File: src/rtl/calc2_port_responder_if.sv
// calc2 request/response port: two-cycle tagged request in, one-cycle tagged response out.
interface calc2_port_responder_if;
  logic [3:0]  req_cmd_in;
  logic [31:0] req_data_in;
  logic [1:0]  req_tag_in;
  logic [1:0]  out_resp;
  logic [31:0] out_data;
  logic [1:0]  out_tag;

  modport master (output req_cmd_in, req_data_in, req_tag_in,
                  input  out_resp, out_data, out_tag);
  modport slave  (input  req_cmd_in, req_data_in, req_tag_in,
                  output out_resp, out_data, out_tag);
endinterface

File: src/rtl/calc2_port_responder.sv
// calc2 single-port responder: capture FSM -> in-order FIFO -> one-at-a-time exec unit.
// Optional drop counter enabled by defining CALC2_RESP_DROP_CNT_EN.
module calc2_port_responder #(
  parameter int DEPTH   = 4,
  parameter int ADD_LAT = 2
) (
  input  logic                    c_clk,
  input  logic                    reset,
  calc2_port_responder_if.slave   port,
  output logic [7:0]              drop_cnt
);
  localparam int AW = (DEPTH > 1) ? $clog2(DEPTH) : 1;
  localparam logic [AW:0] ONE      = (AW+1)'(1);
  localparam logic [AW:0] FULL_CNT = (AW+1)'(DEPTH);
  localparam logic [3:0] CMD_ADD = 4'd1, CMD_SUB = 4'd2, CMD_SHL = 4'd5, CMD_SHR = 4'd6;

  typedef struct packed {
    logic [3:0]  cmd;
    logic [1:0]  tag;
    logic [31:0] op1;
    logic [31:0] op2;
  } entry_t;

  typedef enum logic {IDLE, OP2} state_t;

  state_t      state;
  logic [3:0]  cap_cmd;
  logic [1:0]  cap_tag;
  logic [31:0] cap_op1;

  always_ff @(posedge c_clk) begin
    if (reset) begin
      state   <= IDLE;
      cap_cmd <= '0;
      cap_tag <= '0;
      cap_op1 <= '0;
    end else begin
      case (state)
        IDLE: if (port.req_cmd_in != 4'd0) begin
          cap_cmd <= port.req_cmd_in;
          cap_tag <= port.req_tag_in;
          cap_op1 <= port.req_data_in;
          state   <= OP2;
        end
        OP2: state <= IDLE;
        default: state <= IDLE;
      endcase
    end
  end

  // FIFO: the OP2 cycle is the push; a full FIFO still accepts if the head pops on this edge
  entry_t        mem [DEPTH];
  entry_t        new_entry, head;
  logic [AW-1:0] wr_ptr, rd_ptr;
  logic [AW:0]   count;
  logic          push, push_ok, pop, full, empty;

  entry_t      ex;
  logic        busy, done;
  logic [4:0]  cnt, load_cnt;

  assign new_entry = '{cmd: cap_cmd, tag: cap_tag, op1: cap_op1, op2: port.req_data_in};
  assign head      = mem[rd_ptr];
  assign push      = (state == OP2);
  assign full      = (count == FULL_CNT);
  assign empty     = (count == '0);
  assign done      = busy && (cnt == 5'd0);
  assign pop       = !empty && (!busy || done);
  assign push_ok   = push && (!full || pop);
  assign load_cnt  = (head.cmd == CMD_ADD || head.cmd == CMD_SUB) ? 5'(ADD_LAT - 1) : 5'd0;

  always_ff @(posedge c_clk) begin
    if (push_ok) mem[wr_ptr] <= new_entry;
  end

  always_ff @(posedge c_clk) begin
    if (reset) begin
      wr_ptr <= '0;
      rd_ptr <= '0;
      count  <= '0;
    end else begin
      if (push_ok) wr_ptr <= wr_ptr + 1'b1;
      if (pop)     rd_ptr <= rd_ptr + 1'b1;
      if (push_ok && !pop)      count <= count + ONE;
      else if (pop && !push_ok) count <= count - ONE;
    end
  end

  // cnt counts remaining edges; completion is the edge seen with cnt == 0
  always_ff @(posedge c_clk) begin
    if (reset) begin
      busy <= 1'b0;
      cnt  <= '0;
      ex   <= '0;
    end else if (pop) begin
      ex   <= head;
      busy <= 1'b1;
      cnt  <= load_cnt;
    end else if (done) begin
      busy <= 1'b0;
    end else if (busy) begin
      cnt  <= cnt - 5'd1;
    end
  end

  logic [32:0] sum;
  logic [1:0]  res_resp;
  logic [31:0] res_data;

  always_comb begin
    sum      = {1'b0, ex.op1} + {1'b0, ex.op2};
    res_resp = 2'd2;
    res_data = '0;
    case (ex.cmd)
      CMD_ADD: if (!sum[32]) begin
        res_resp = 2'd1;
        res_data = sum[31:0];
      end
      CMD_SUB: if (ex.op2 <= ex.op1) begin
        res_resp = 2'd1;
        res_data = ex.op1 - ex.op2;
      end
      CMD_SHL: begin
        res_resp = 2'd1;
        res_data = ex.op1 << ex.op2[4:0];
      end
      CMD_SHR: begin
        res_resp = 2'd1;
        res_data = ex.op1 >> ex.op2[4:0];
      end
      default: ;
    endcase
  end

  always_ff @(posedge c_clk) begin
    if (reset || !done) begin
      port.out_resp <= '0;
      port.out_data <= '0;
      port.out_tag  <= '0;
    end else begin
      port.out_resp <= res_resp;
      port.out_data <= res_data;
      port.out_tag  <= ex.tag;
    end
  end

`ifdef CALC2_RESP_DROP_CNT_EN
  logic drop;
  assign drop = push && full && !pop;

  always_ff @(posedge c_clk) begin
    if (reset)                            drop_cnt <= '0;
    else if (drop && drop_cnt != 8'hFF)   drop_cnt <= drop_cnt + 8'd1;
  end
`else
  assign drop_cnt = '0;
`endif
endmodule

File: src/flat_wrapper.sv
// flat-port wrapper written by rule: the top's interface ports become plain ports
module calc2_port_responder_flat 
#(
  parameter int DEPTH   = 4,
  parameter int ADD_LAT = 2
)
  (c_clk, reset, drop_cnt, port_req_cmd_in, port_req_data_in, port_req_tag_in, port_out_resp, port_out_data, port_out_tag);
  calc2_port_responder_if port_i ();
  input  logic c_clk;
  input  logic reset;
  output logic [7:0] drop_cnt;
  input wire logic [$bits(port_i.req_cmd_in)-1:0] port_req_cmd_in;
  input wire logic [$bits(port_i.req_data_in)-1:0] port_req_data_in;
  input wire logic [$bits(port_i.req_tag_in)-1:0] port_req_tag_in;
  output wire logic [$bits(port_i.out_resp)-1:0] port_out_resp;
  output wire logic [$bits(port_i.out_data)-1:0] port_out_data;
  output wire logic [$bits(port_i.out_tag)-1:0] port_out_tag;
  assign port_i.req_cmd_in = port_req_cmd_in;
  assign port_i.req_data_in = port_req_data_in;
  assign port_i.req_tag_in = port_req_tag_in;
  assign port_out_resp = port_i.out_resp;
  assign port_out_data = port_i.out_data;
  assign port_out_tag = port_i.out_tag;
  calc2_port_responder #(.DEPTH(DEPTH), .ADD_LAT(ADD_LAT)) u_core (.c_clk(c_clk), .reset(reset), .port(port_i), .drop_cnt(drop_cnt));
endmodule
File: config.mk
export PLATFORM = sky130hd
export DESIGN_NAME = calc2_port_responder_flat
export DESIGN_NICKNAME = d
export VERILOG_FILES = /design/src/rtl/calc2_port_responder_if.sv /design/src/rtl/calc2_port_responder.sv /design/src/flat_wrapper.sv
export SDC_FILE = /design/constraint.sdc
export NUM_CORES = 1
export LEC_CHECK = 0
export BUFFER_PORTS_ARGS = -buffer_cell sky130_fd_sc_hd__clkbuf_2
export CELL_PAD_IN_SITES_DETAIL_PLACEMENT = 0
export CELL_PAD_IN_SITES_GLOBAL_PLACEMENT = 2
export CORE_MARGIN = 3
export CORE_UTILIZATION = 45
export DETAILED_ROUTE_END_ITERATION = 8
export PLACE_DENSITY_LB_ADDON = 0.1
export SYNTH_ARGS = -nofsm -noshare
export SYNTH_HDL_FRONTEND = slang
export SYNTH_SLANG_ARGS = --single-unit
File: constraint.sdc
create_clock -name c_clk -period 9.15 [get_ports c_clk]
set_input_delay 0.4575 -clock c_clk [delete_from_list [all_inputs] [get_ports c_clk]]
set_output_delay 0.4575 -clock c_clk [all_outputs]
set_load 0.005 [all_outputs]
== Word-level counts from Yosys, hierarchy flattened ==
Memories as Yosys holds them, arrays and structs flattened. A register that Yosys moved wholly into a read port is not among the register bits.
Cells that the tools add are included.
Word-level totals
  register bits: 158
  bits in writable memories: 280
  bits of input ports: 40
  memories: 1
Memory list
  u_core.mem: depth 4, width 70, rd ports 1, clocked after memory_dff 1, wr ports 1, RTL line calc2_port_responder.sv:52  | entry_t mem [DEPTH];
Operators by class
  add/subtract/negate cells: 7
  order comparisons: 1
  equality and inequality tests: 8
  shift-type cells: 2
  multiplexer cells: 20
  bitwise gates (word level): 1
  reductions and logical operators: 24
Operator list (count)
  $pmux W32 S4: 1
  $mux W32: 2
  $add A32 B32 Y33: 1
  $le A32 B32 Y1: 1
  $shl A32 B5 Y32: 1
  $shr A32 B5 Y32: 1
  $sub A32 B32 Y32: 1
  $mux W5: 3
  $eq A4 B1 Y1 const B: 2
  $eq A4 B2 Y1 const B: 2
  $eq A4 B3 Y1 const B: 2
  $mux W2: 4
  $logic_not A1 Y1: 6
  $mux W1: 6
  $mux W3: 2
  $pmux W2 S3: 1
  $reduce_bool A2 Y1: 3
  $logic_and A1 B1 Y1: 5
  $logic_not A5 Y1: 1
  $sub A5 B1 Y5 const B: 1
  $add A2 B1 Y2 const B: 2
  $logic_or A1 B1 Y1: 4
  $reduce_and A2 Y1: 2
  $reduce_bool A4 Y1: 1
  8 further kinds: 8

== Logic depth before layout (Yosys ltp) ==
  word-level depth: 10
  mapped depth: 17

== Least setup slack after synthesis ==
OpenSTA, ideal clock, no wires.
  kind: reg-to-reg
  start: register u_core.ex[2] in the netlist's numbering
  end: register u_core.port.out_data[1]
  arrival time: 3.670 ns
  required time: 9.022 ns
  setup slack: 5.353 ns
  cell stages (with the launch flop): 18
  buffers on the path: 5
  period minus slack after synthesis: 3.797 ns
  cell sequence: dfxtp_1 buf_1 inv_1 clkbuf_1 clkbuf_1 ha_1 buf_2 nor2_1 o211ai_1 a2111o_1 nand2_1 a221o_2 a31oi_4 o21bai_4 a21oi_4 buf_6 a2111oi_4 nor2_1
On the way
  word-level cells in the longest chain between the ends: 3
  elaborated cells on any way between the ends: 7
  those cells by class: add/sub (1); order compare (1); shift (2); mux (3)
Ends and longest elaborated chain
  from (decl): RTL line calc2_port_responder.sv:58  | entry_t ex;
  from (signal assigned): RTL line calc2_port_responder.sv:94  | ex <= '0;
  from (signal assigned): RTL line calc2_port_responder.sv:96  | ex <= head;
  $add A32 B32 Y33 or $le A32 B32 Y1 (tied branches): RTL line calc2_port_responder.sv:111, calc2_port_responder.sv:119
  $mux W32 (on tied branches): RTL line calc2_port_responder.sv:115, calc2_port_responder.sv:119
  $pmux W32 S4 *: RTL line calc2_port_responder.sv:114  | case (ex.cmd)
  to (signal assigned): RTL line calc2_port_responder.sv:142  | port.out_data <= res_data;
  to (decl): RTL line calc2_port_responder_if.sv:13  | output out_resp, out_data, out_tag);
Mark *: on every way between the ends. The rest lies on a longest branch, timed or not.
A chain may end at the register's enable or synchronous reset.

== Worst setup path in the final report ==
  start: register u_core.ex[3] in the netlist's numbering
  end: register u_core.port.out_data[4]
On the way
  word-level cells in the longest chain between the ends: 3
  elaborated cells on any way between the ends: 8
  those cells by class: add/sub (2); order compare (1); shift (2); mux (3)
Ends and longest elaborated chain
  $sub A32 B32 Y32, or another cell as far along: RTL line calc2_port_responder.sv:121  | res_data = ex.op1 - ex.op2;
  $mux W32 (on tied branches): RTL line calc2_port_responder.sv:119, calc2_port_responder.sv:115
  $pmux W32 S4 *: RTL line calc2_port_responder.sv:114
Marked as above.

==> metrics.txt <==
Cells after Synth=2100; setup_tns=0 ns; Rel. slew slack=26.4%; Final setup viols=0; status=complete, no violations; drt wl/cell=between 20 and 25 um; number of flops mapped to enable cells by yosys=280; Slew @ Worst Pin=around 1.1 ns; Vias/cell=just under 6; Die W=between 200 and 250 um; drt drc=0; antenna diode instance count=0; type of the worst setup path=reg -> reg; Crit path top cell by count=a21oi_1; ys flop type=edfxtp_1; Setup Skew=0.0353 ns; crit path max fanout=32; WHS Path Cells=3; Nets=2215; Fmax=0.234 GHz; drt first pass iters=5; All-Layer GR Usage=between 20% and 30%; # port buffers=75; Hold Path Class=in -> reg; # IOs=84; VDD IR-drop max=0.194 mV; Tcrit/Tclk final=between 40% and 50%; post_cts resized=0; Skew-Pair Late Insertion Delay=0.61 ns; largest net degree at the start of global routing=77; Core Footprint=49200 um2; maxcap violations=0; Clock transition at path regs=0.06 ns; Synth Register Bits=440; vias=approximately 16000; CP Cell Sequence=inv_1 > ha_1 > nand2_1 > o21bai_1 > a21oi_1 > nor2_1 > o221ai_1 > a221o_1 > and3b_1 > buf_4 > a211oi_1 > a21oi_1; initial antenna violation count=3; routability congestion estimate=0.969; synth warn=0; routed wire length=69800 um; register area share after synthesis=51.6%; Syn Area/Cell=10.7 um2; Yosys cell types=a little over 80; Reg2Reg Depth=12; Post-CTS Hold Buffers=0; layout cell share with drive strength beyond 1=14.4%; postcts setup bufs=0; dpl hpwl=50300 um; H-tree levels=2; cell area after synthesis=approximately 23000 um2; Final Max Tran Viols=0; DRT iter0 DRCs=1313; endpoints failing hold=0; Critical Path RT=9.60 ns; Starting Density=45.8%; slowest CP cell=inv_1; Rows=81; TritonCTS clock tree=built; asr flop ratio synth=0%; CP startpoint kind=register; Pwr Density=just under 400 nW/um2; global route total overflow=0; CP endpoint kind=register; Post-Route Utilization=50.5%; Sink Count=440; Post-DRT Antenna Nets=0; die height=~230 um; clock buffer depth=3; CP Data Arrival Time=4.72 ns; P_leak=slightly below 0.009 uW; minimum clock period=approximately 4.3 ns; vias in the first global route=16000; P&R area growth vs syn=10.3%; RSZ-0062 raised after global routing=no; Root Driver=clkbuf_16; DIE AREA=52800 um2; first-pass GRT wire length=~100000 um; CP max stage delay=around 0.7 ns; TritonCTS Buffers=46
-- critical path, delay by kind of cell (launching register included) --
| kind | cells | cell delay [ns] |
|---|---|---|
| compound gates | 6 | 1.67 |
| fa+ha+maj | 1 | 0.46 |
| buf+inv | 2 | 0.95 |
| flops | 1 | 0.32 |
| simple gates | 3 | 0.70 |
-- cell usage after synthesis (4+ instances only) --
master	n	area [um2]
a21o_1	12	90.1
o21bai_1	17	128
o22a_1	5	43.8
clkbuf_1	102	383
buf_4	10	75.1
mux2i_1	51	510
xnor2_1	44	385
nand3_1	22	110
ha_1	72	901
o21a_1	7	52.6
o22ai_1	25	156
nor3_1	25	125
nor2_1	185	694
o41ai_1	4	35.0
nand2b_1	26	163
buf_2	23	115
edfxtp_1	280	8410
inv_1	69	259
o221ai_1	4	35.0
o21ai_0	88	440
o311ai_0	4	35.0
a22oi_1	7	52.6
dfxtp_1	160	3200
o211ai_1	12	90.1
buf_1	14	52.6
or3_1	7	43.8
xor2_1	14	123
and2_1	10	62.6
mux2_2	10	113
nand3b_1	5	37.5
or2_2	10	62.6
o31ai_1	11	82.6
a211oi_1	18	135
mux4_2	82	1850
buf_6	4	45.0
a211o_1	4	35.0
nor2b_1	14	87.6
nand4_1	6	37.5
a21oi_1	223	1120
nor4_1	6	37.5
a31oi_1	23	144
nand2_1	307	1150
a221oi_1	14	123
-- cell usage in the layout, fill, tap and decap left out, types with 46 or more instances in the layout --
cell type,count
a21oi_1,223
o21ai_0,88
clkbuf_2,74
dfxtp_1,154
edfxtp_1,280
mux2i_1,51
ha_1,72
mux4_2,82
clkbuf_16,46
inv_1,69
nand2_1,307
nor2_1,183
-- cell families after synthesis --
logic type,Yosys count,synth area share [%]
DFF,440,51.6
other,1,0.0167
xor gates and xnor gates,58,2.26
adders and majority gates,75,4.27
buffers and inverters,224,4.16
muxes,143,11.0
AOI/OAI and AO/OA,520,14.6
and+or+nand+nor,639,12.2
-- power by group --
| group | switching, uW | leakage, uW | internal [uW] | total (uW) |
|---|---|---|---|---|
| Combinational | 3240 | 0.00428 | 1750 | 4990 |
| Sequential | 401 | 0.00389 | 2370 | 2770 |
| Clock | 801 | 0.000743 | 1100 | 1900 |
-- final timing paths --
path / from / slack, ns / end
min reg2reg: u_core.ex[65] / 0.44 / u_core.port.out_tag[1]
min: port_req_tag_in[0] / 0.1 / u_core.cap_tag[0]
max reg2reg: u_core.ex[3] / 4.88 / u_core.port.out_data[4]
max: u_core.ex[3] / 4.88 / u_core.port.out_data[4]
-- routing by layer --
layer	vias up	global-route usage [%]	wire, um
li1	7635	-	-
met1	8062	39.9	32800
met3	111	5.53	4940
met4	4	8.81	2410
met5	-	0	27
met2	519	38.2	29600
-- final cells by class --
class                           instances  area [um2]
Clock inverter                         23         285
Multi-Input combinational cell       1443       10000
Inverter                               71         267
Sequential cell                       440       11600
Fill cell                            4467       24300
Tap cell                              664         831
Timing Repair Buffer                   98         551
Clock buffer                           63        1260
-- sequential cells by signal, indices dropped and copies added (netlist names), 2 cells and up, named ones only --
name / count
u_core.ex: 70
u_core.cap_cmd: 4
u_core.cap_tag: 2
u_core.cap_op1: 32
u_core.port.out_data: 32
u_core.port.out_resp: 2
u_core.wr_ptr: 2
u_core.port.out_tag: 2
u_core.cnt: 5
u_core.mem: 280
u_core.count: 3
u_core.rd_ptr: 2
-- through the flow --
stage / setup WS, ns / cell area, um2 / instances / hold WS [ns] / total power (uW)
finish: 4.88 / 24800 / 2802 / 0.0996 / 9660
global route: 4.70 / 24800 / 2802 / 0.0783 / 10300
CTS: 4.98 / 24800 / 2802 / 0.0550 / 9690
detailed placement: 5.00 / 23300 / 2716 / 0.434 / 7770
global placement: 4.94 / 23300 / 2716 / 0.423 / 7820
floorplan: 5.35 / 22500 / 2107 / 0.409 / 6150
(Power assumes the default switching activity.)
